`src/rtl/fpu_ss_dispatch_ctrl.sv`:
```
// fpu_ss_dispatch_ctrl: gates offloaded FP instructions on commit, operand/WAW hazards and in-flight limit
module fpu_ss_dispatch_ctrl #(
  parameter int ID_WIDTH     = 4,
  parameter int MAX_INFLIGHT = 4,
  parameter int NUM_WB       = 2,
  parameter int FORWARDING   = 1,
  parameter int OUT_OF_ORDER = 1
) (
  input  logic                  clk_i,
  input  logic                  rst_ni,
  input  logic                  in_valid_i,
  output logic                  in_ready_o,
  input  logic [ID_WIDTH-1:0]   in_id_i,
  input  logic [14:0]           in_rs_i,
  input  logic [2:0]            in_use_rs_i,
  input  logic [4:0]            in_rd_i,
  input  logic                  in_rd_is_fp_i,
  input  logic                  commit_valid_i,
  input  logic [ID_WIDTH-1:0]   commit_id_i,
  input  logic                  commit_kill_i,
  output logic                  disp_valid_o,
  input  logic                  disp_ready_i,
  output logic                  disp_drop_o,
  input  logic                  retire_i,
  input  logic [NUM_WB-1:0]     wb_valid_i,
  input  logic [5*NUM_WB-1:0]   wb_rd_i,
  output logic [3*NUM_WB-1:0]   fwd_sel_o,
  output logic [3:0]            inflight_o,
  output logic [31:0]           stall_cnt_o,
  output logic                  busy_o
);
  localparam int NID = 1 << ID_WIDTH;
  localparam logic [3:0] LIMIT = OUT_OF_ORDER != 0 ? 4'(MAX_INFLIGHT) : 4'd1;
  logic [NID-1:0] c_q, k_q;
  logic [31:0] pend_q, wb_clr, stall_q;
  logic [3:0] inflight_q;
  logic [2:0] stall_k;
  logic same, go, dead, waw, wb_rd_hit, limit, hs, drop;
  always_comb begin
    fwd_sel_o = '0;
    stall_k = '0;
    wb_clr = '0;
    wb_rd_hit = 1'b0;
    for (int k = 0; k < 3; k++) begin
      // descending scan leaves the lowest matching port selected
      for (int p = NUM_WB - 1; p >= 0; p--)
        if (FORWARDING != 0 && wb_valid_i[p] && wb_rd_i[5*p +: 5] == in_rs_i[5*k +: 5]) begin
          fwd_sel_o[k*NUM_WB +: NUM_WB] = '0;
          fwd_sel_o[k*NUM_WB + p] = 1'b1;
        end
      stall_k[k] = in_use_rs_i[k] & pend_q[in_rs_i[5*k +: 5]] & ~|fwd_sel_o[k*NUM_WB +: NUM_WB];
    end
    for (int p = 0; p < NUM_WB; p++)
      if (wb_valid_i[p]) begin
        wb_clr[wb_rd_i[5*p +: 5]] = 1'b1;
        wb_rd_hit = wb_rd_hit | (wb_rd_i[5*p +: 5] == in_rd_i);
      end
  end
  assign same = commit_valid_i & (commit_id_i == in_id_i);
  assign go = c_q[in_id_i] | (same & ~commit_kill_i);
  assign dead = k_q[in_id_i] | (same & commit_kill_i);
  assign waw = in_rd_is_fp_i & pend_q[in_rd_i] & ~wb_rd_hit;
  assign limit = (inflight_q == LIMIT) & ~retire_i;
  assign disp_valid_o = in_valid_i & go & ~dead & ~|stall_k & ~waw & ~limit;
  assign drop = in_valid_i & dead;
  assign disp_drop_o = drop;
  assign hs = disp_valid_o & disp_ready_i;
  assign in_ready_o = hs | drop;
  assign inflight_o = inflight_q;
  assign stall_cnt_o = stall_q;
  assign busy_o = |inflight_q | |pend_q;
  always_ff @(posedge clk_i) begin
    if (!rst_ni) begin
      c_q <= '0;
      k_q <= '0;
      pend_q <= '0;
      inflight_q <= '0;
      stall_q <= '0;
    end else begin
      if (commit_valid_i) begin
        c_q[commit_id_i] <= ~commit_kill_i;
        k_q[commit_id_i] <= commit_kill_i;
      end
      if (in_ready_o) begin
        c_q[in_id_i] <= 1'b0;
        k_q[in_id_i] <= 1'b0;
      end
      pend_q <= (pend_q & ~wb_clr) | ((hs & in_rd_is_fp_i) ? 32'd1 << in_rd_i : 32'd0);
      inflight_q <= inflight_q + 4'(hs) - 4'(retire_i && inflight_q != 4'd0);
      if (in_valid_i & go & ~dead & (|stall_k | waw) & ~&stall_q) stall_q <= stall_q + 32'd1;
    end
  end
endmodule

```
`config.mk`:
```
export PLATFORM = sky130hd
export DESIGN_NAME = fpu_ss_dispatch_ctrl
export DESIGN_NICKNAME = d
export VERILOG_FILES = /design/src/rtl/fpu_ss_dispatch_ctrl.sv
export SDC_FILE = /design/constraint.sdc
export NUM_CORES = 1
export LEC_CHECK = 0
export BUFFER_PORTS_ARGS = -buffer_cell sky130_fd_sc_hd__buf_2
export CORE_UTILIZATION = 53
export CTS_CLUSTER_DIAMETER = 30
export DETAILED_ROUTE_END_ITERATION = 8
export PLACE_DENSITY = 0.88
export SETUP_SLACK_MARGIN = 0.15
export SYNTH_ARGS = -nofsm -noshare
export SYNTH_HDL_FRONTEND = slang
export SYNTH_SLANG_ARGS = --single-unit
```
`constraint.sdc`:
```
create_clock -name clk_i -period 3.3 [get_ports clk_i]
set_input_delay 0.33 -clock clk_i [delete_from_list [all_inputs] [get_ports clk_i]]
set_output_delay 0.33 -clock clk_i [all_outputs]
set_load 0.1 [all_outputs]
```
==> results of run 1 <==
[timing repair]
| action | 4_1_cts | 5_1_grt |
|---|---|---|
| resized for setup | 7 | 1 |
| buffers inserted | 0 | 4 |
| cloned | 0 | 1 |
| endpoints found under the setup margin | 4 | 5 |
| pin swaps | 0 | 1 |
[worst max-delay path, cell delays in order (launching register included)]
cell and delay [ns]:
dfxtp_1 0.33, mux4_2 0.47, mux2_2 0.27, or3_1 0.31
and4_1 0.21, a41oi_2 0.17, o211a_4 0.22, nand3_4 0.09
buf_6 0.18, nand2_2 0.11, buf_12 0.18
[cell families (layout without fill, tap and decap cells)]
group                    count (synthesis)  after routing
AND/OR/NAND/NOR                        329            329
AO/OA/AOI/OAI                          188            188
XOR/XNOR                                46             46
buffers and inverters                   88            178
adder cells (fa/ha/maj)                  8              8
flip-flops                             100            100
multiplexers                            81             81
[registers in the layout, summed over array words and instances, names as in the netlist]
| name | cells |
|---|---|
| pend_q | 32 |
| stall_cnt_o | 32 |
| c_q | 16 |
| k_q | 16 |
| inflight_o | 4 |
[metrics by stage]
| step | util, % | hold slack (ns) | setup slack [ns] | power (µW) | setup TNS, ns |
|---|---|---|---|---|---|
| after floorplan | - | 0.4367 | -0.3658 | 2100 | -1.255 |
| after global placement | 61.90 | 0.4569 | -0.02873 | 2306 | -0.04239 |
| after detailed placement | 61.90 | 0.4618 | -0.1275 | 2331 | -0.3011 |
| after CTS | 64.53 | 0.4131 | 0.08129 | 3447 | 0 |
| after global routing | 65.00 | 0.4187 | 0.003061 | 3622 | 0 |
| final | 65.00 | 0.4250 | 0.06248 | 3495 | 0 |
[cell usage in the layout (no fill, tap or decap), types with 6 or more instances in the layout]
cell and instances:
dfxtp_1 97, buf_2 94, nand2_1 71, nand3_1 62
mux2i_1 46, buf_4 42, nor2_1 39, o21ai_0 38
o31ai_1 32, xor2_1 31, a22oi_1 29, mux4_2 28
a31oi_1 25, a21oi_1 25, nand2b_1 23, nor3_1 19
or4_1 17, nand4_1 16, inv_1 16, nor4_1 14
xnor2_1 12, nor3b_1 10, clkbuf_16 10, nor2b_1 9
a32oi_1 9, and3_1 8, mux2_2 7, or3_1 7
and4_1 6, and2_1 6
[synth_stat cells (all sizes together) (2+ instances only)]
cell	instances
nand3	63
or4	17
nand4b	3
a31oi	26
xor2	31
inv	18
nor4	14
or4b	2
a311oi	4
dfxtp	100
or3	7
nor3	21
and3b	4
and3	9
nand2	72
a21oi	26
clkbuf	44
o311ai	3
nor2	39
a32oi	9
xnor2	15
a22o	3
o41ai	2
o22ai	3
nand2b	23
or2	2
buf	25
nand3b	4
ha	7
nor2b	9
and2	7
and4	6
mux2	7
a2111oi	4
nor3b	10
a31o	2
o21ai	38
mux4	28
a22oi	29
nand4	16
o31ai	32
mux2i	46
[worst paths after layout]
check                start       endpoint  slack, ns  cells past startpoint
max             pend_q[18]     in_ready_o       0.06                     10
min          in_rd_is_fp_i     pend_q[14]       0.42                      3
max reg2reg     pend_q[18]  inflight_o[3]       0.07                     14
min reg2reg        k_q[12]        k_q[12]       0.47                      2
[power by group through the flow]
stage / Combinational, µW / Clock [µW] / Sequential, µW
finish: 1110 / 1100 / 1290
detailed placement: 1010 / 0 / 1320
global placement: 990 / 0 / 1320
CTS: 1050 / 1110 / 1290
floorplan: 632 / 0 / 1470
global route: 1170 / 1160 / 1300
[final cells by class]
class                   count  area (µm²)  share of cell area (%)
inverters                  19       71.32                  0.8555
flip-flops and latches    100        2006                   24.06
well taps                 172       215.2                   2.581
repair buffers            143       922.1                   11.06
multi-input cells         652        4813                   57.74
clock inverters             4       52.55                  0.6303
clock buffers              12       256.5                   3.077
[metal layers]
metal	vias up	GRT usage, %	share of wire, %
met5	-	0	0
met3	104	6.928	12
li1	3361	-	-
met1	3456	39.84	38
met4	0	16.03	4.0
met2	558	48.35	46
==> impl_results.md, run 1 <==
* Run status: complete, no violations
* Routed WL per cell at 19.59 µm
* NumNets Final at 984
* Crit start category: flop
* Starting Density at 55.40%
* CP endpoint kind: output port
* Post-synthesis xor/xnor area fraction at 5.670%
* Avg Inst Size Synth at 8.459 µm²
* Clk root buf: clkbuf_16
* Vias at 7479
* Final worst-path cycle share at 98.11%
* Sequential power share at 37.0%
* CP arrival at 2.91 ns
* 1st-pass router iterations at 6
* Area Overhead vs Synth at 17.33%
* Max-slew violations at 0
* Routed WL at 21580 µm
* TritonCTS buffer count at 9
* Synth Cell Area at 7106 µm²
* Fin. Hold Viols at 0
* Multiplexer share of the synthesized area at 16.46%
* Clock network fraction of design power at 31.3%
* Sw Ratio at 35.74%
* Skew final at 0.01588 ns
* First-pass GRT wire length at 34770 µm
* Power per cell area at 419.3 nW/µm²
* Critical-path maximum fanout at 17
* GRT Residual Overflow at 0
* Largest family of logic cells by synthesized area: simple AND/OR/NAND/NOR gates
* Final setup fails at 0
* CTS Sinks at 100
* Die footprint at 13870 µm²
* Worst Path Required at 2.97 ns
* Pint at 2246 µW
* Synth Area in Compound Gates at 17.94%
* Syn Inst Count at 840
* Ports at 97
* Drt initial violations at 814
* Share of cells above drive strength 1 at 23.44%
* Seq/Total Area, Yosys at 28.17%
* Slew @ Worst Pin at 1.212 ns
* # H-tree levels at 3
* Post-DR vias/cell at 6.787
* CTS tree: done
* DP Area at 7939 µm²
* # fillers at 1008
* Vias in the first global route at 6972
* Routability cong. at 1.037
* Logic pwr share at 31.7%
* Max-cap violations at 0
* VDD IR max at 0.2563 mV
* Synth area leader: dfxtp_1
* Clock transition at path regs at 0.07 ns
* Synth Area in Simple Gates at 24.92%
* Min cycle time layout at 3.238 ns
* Die Wd at 117.8 µm
* # hold bufs at CTS at 0
* Layout Cells excl Fill at 1102
* Worst setup path class: reg2out
* Pin count of the biggest net entering global routing at 38
* Hold Path Class: in2reg
* Synth Net Count at 899
* Final Cell Area at 8337 µm²
* Cell variety after synth at 56
* Antenna Cells at 0
* Residual DRC at 0
* Total placed cells including tap cells at 1081
* Worst-Skew Late Latency at 0.35 ns
* Synth top area share at 28.17%
* DP Wirelength at 15200 µm
* Number of synthesized flops with an enable pin at 0
* GRT Overall Usage at 30.92%
* Synthesis-stage register bit count at 100
* Main synth FF type: dfxtp_1
* Initial antenna violation count at 0
* Synth async-reset ratio at 0%
* Adder-Cell Fraction of Synth Area at 1.514%
* # rows at 41
* Height of the die at 117.8 µm
* Synth warn at 0
* Final ANT Viol Nets at 0
* IO buf count at 96
* Switch Pwr at 1249 µW
* Top cells by area, synth: dfxtp_1 (28%), mux4_2 (8.9%), mux2i_1 (6.5%)
* Clk buf depth at 2
* Leakage power at 0.003165 µW
* Core Region at 12820 µm²
* Fmax at 0.3089 GHz
* Slew margin rel. at 19.04%
* RSZ-0062 raised after global routing: true
Note: power is estimated with default switching activity, not from simulation.
==> inputs of run 2 (changes only) <==
--- a/config.mk
+++ b/config.mk
@@ -5,11 +5,11 @@
 export SDC_FILE = /design/constraint.sdc
 export NUM_CORES = 1
 export LEC_CHECK = 0
-export BUFFER_PORTS_ARGS = -buffer_cell sky130_fd_sc_hd__buf_2
-export CORE_UTILIZATION = 53
+export CORE_UTILIZATION = 46
 export CTS_CLUSTER_DIAMETER = 30
 export DETAILED_ROUTE_END_ITERATION = 8
-export PLACE_DENSITY = 0.88
+export DONT_BUFFER_PORTS = 1
+export PLACE_DENSITY = 0.7
 export SETUP_SLACK_MARGIN = 0.15
 export SYNTH_ARGS = -nofsm -noshare
 export SYNTH_HDL_FRONTEND = slang
==> run 2 against run 1 <==
Compared with the run above: setup slack better by 0.040 ns; fmax up 1.3%; sequential share of layout area up 1.0 points; via count down 7.6%; combinational power down 17%; register-to-register slack better by 0.03 ns; critical endpoint is now inflight_o[1]; total power down 6.3%; clock-buffer cell count down 2; clock power about the same; cell area down 4.1%; largest cell class unchanged; non-clock buffer count down 81.
==> impl_results.md, run 2 (synthesis results as in run 1) <==
* Run status: complete, no violations (unchanged)
* Leakage power at 0.002814 µW (was 0.003165 µW)
* Worst setup path class: reg2reg (was reg2out)
* Final Cell Area at 7991 µm² (was 8337 µm²)
* GRT Overall Usage at 27.26% (was 30.92%)
* RSZ-0062 raised after global routing: true (unchanged)
* Worst-Skew Late Latency at 0.35 ns (about the same)
* NumNets Final at 903 (was 984)
* CTS tree: done (unchanged)
* DP Wirelength at 15090 µm (was 15200 µm)
* Fin. Hold Viols at 0 (unchanged)
* Vias at 6913 (was 7479)
* Final worst-path cycle share at 96.89% (was 98.11%)
* Critical path's largest stage delay at 0.52 ns (was 0.47 ns)
* Antenna Cells at 0 (unchanged)
* Clk root buf: clkbuf_16 (unchanged)
* GRT Residual Overflow at 0 (unchanged)
* # hold bufs at CTS at 0 (unchanged)
* Max-slew violations at 0 (unchanged)
* Die footprint at 15950 µm² (was 13870 µm²)
* # fillers at 1408 (was 1008)
* Final setup fails at 0 (unchanged)
* Residual DRC at 0 (unchanged)
* Routability cong. at 0.9202 (was 1.037)
* Cell-by-cell trace of the critical path: mux4_2, mux2_2, or3_1, and4_1, a41oi_2, o211a_4, nand3_4, ha_4, inv_2, ha_4, fa_2, and2_1 (was mux4_2, mux2_2, or3_1, and4_1, a41oi_2, o211a_4, nand3_4, buf_6, nand2_2, buf_12)
* TritonCTS buffer count at 9 (unchanged)
* Fmax at 0.3128 GHz (was 0.3089 GHz)
* First-pass GRT wire length at 34830 µm (was 34770 µm)
* # H-tree levels at 3 (unchanged)
* Max-cap violations at 0 (unchanged)
* Worst r2r src: pend_q[23] (was pend_q[18])
* DP Area at 7621 µm² (was 7939 µm²)
* CTS Sinks at 100 (unchanged)
* Slew margin rel. at 20.89% (was 19.04%)
* CP Launch Point: pend_q[23] (was pend_q[18])
* Clock transition at path regs at 0.07 ns (about the same)
* Routed WL per cell at 20.56 µm (was 19.59 µm)
* Clk buf depth at 2 (unchanged)
* CP Buf/Inv Count at 1 (was 2)
* Area Overhead vs Synth at 12.47% (was 17.33%)
* Worst path top cell family by delay: adder cells (was multiplexers)
* Skew final at 0.008664 ns (was 0.01588 ns)
* Routed WL at 21300 µm (was 21580 µm)
* Vias in the first global route at 6650 (was 6972)
* Pin count of the biggest net entering global routing at 81 (was 38)
* Critical-path maximum fanout at 3 (was 17)
* 1st-pass router iterations at 6 (unchanged)
* Final ANT Viol Nets at 0 (unchanged)
* Hold Path Class: in2reg (unchanged)
* Most frequent cells in the layout: dfxtp_1 (97), nand2_1 (71), nand3_1 (62) (was dfxtp_1 (97), buf_2 (94), nand2_1 (71))
* TNS Setup at 0 ns (unchanged)
* Initial antenna violation count at 0 (unchanged)
* Starting Density at 46.91% (was 55.40%)
* Core Region at 15150 µm² (was 12820 µm²)
* Share of cells above drive strength 1 at 16.27% (was 23.44%)
* Commonest non-fill, non-tap cell in the layout: dfxtp_1 (unchanged)
* IO buf count at 0 (was 96)
* Die Wd at 126.3 µm (was 117.8 µm)
* Ports at 97 (unchanged)
* CP endpoint kind: flop (was output port)
* CP arrival at 3.50 ns (was 2.91 ns)
* Crit start category: flop (unchanged)
* # rows at 45 (was 41)
* Min cycle time layout at 3.197 ns (was 3.238 ns)
* Power per cell area at 410.0 nW/µm² (was 419.3 nW/µm²)
* VDD IR max at 0.2537 mV (was 0.2563 mV)
* Height of the die at 126.3 µm (was 117.8 µm)
* Worst Path Required at 3.60 ns (was 2.97 ns)
* Drt initial violations at 532 (was 814)
* Post-DR vias/cell at 6.673 (was 6.787)
* Cell mode on critical path: ha_4
* Hold path startpoint: commit_kill_i (was in_rd_is_fp_i)
* Slowest cell on crit path: fa_2 (was mux4_2)
* Slew @ Worst Pin at 1.174 ns (was 1.212 ns)
## run 2: worst paths after layout
kind,end,slack (ns),depth (start not counted)
max reg2reg,inflight_o[1],0.10,12
max,inflight_o[1],0.10,12
min reg2reg,k_q[13],0.47,2
min,k_q[10],0.13,2
## run 2: repair_timing
item                       4_1_cts  5_1_grt
pin swaps                        1        1
setup endpoints to repair        3       16
buffers inserted                 2        0
gates resized for setup          5        3
gates cloned                     1        0
## run 2: power breakdown
part / switching [µW] / leakage, µW / internal [µW]
Clock: 471 / 0.000145 / 607
Sequential: 26.0 / 0.000810 / 1250
Combinational: 594 / 0.00186 / 324
Total: 1090 / 0.00281 / 2180
## run 2: area by class of cell
cell class	instances	area [µm²]	share of cell area, %
multi-input combinational	652	4815	60.25
sequential	100	2006	25.10
timing repair buffer	62	565.5	7.077
clock buffer	10	239.0	2.990
tap	188	235.2	2.943
inverter	19	71.32	0.8924
clock inverter	5	60.06	0.7515
## run 2: through the flow
step                std cells  worst slack (ns)  hold WS, ns  utilization, %  power, µW
finish                   1036            0.1027       0.1278           52.76       3276
floorplan                 840           -0.3658       0.4367               -       2100
global route             1036          -0.02777       0.1025           52.76       3415
CTS                      1036            0.1026       0.1034           52.71       3294
detailed placement       1018            0.1051       0.4622           50.32       2198
global placement         1018            0.1452       0.4584           50.32       2185
## run 2: routing by layer
layer / track usage, % / wire length (µm) / vias to the layer above
met4: 10.99 / 534 / 0
li1: - / - / 3202
met3: 5.310 / 1824 / 43
met5: 0 / 0 / -
met2: 45.21 / 10130 / 342
met1: 34.80 / 8812 / 3326
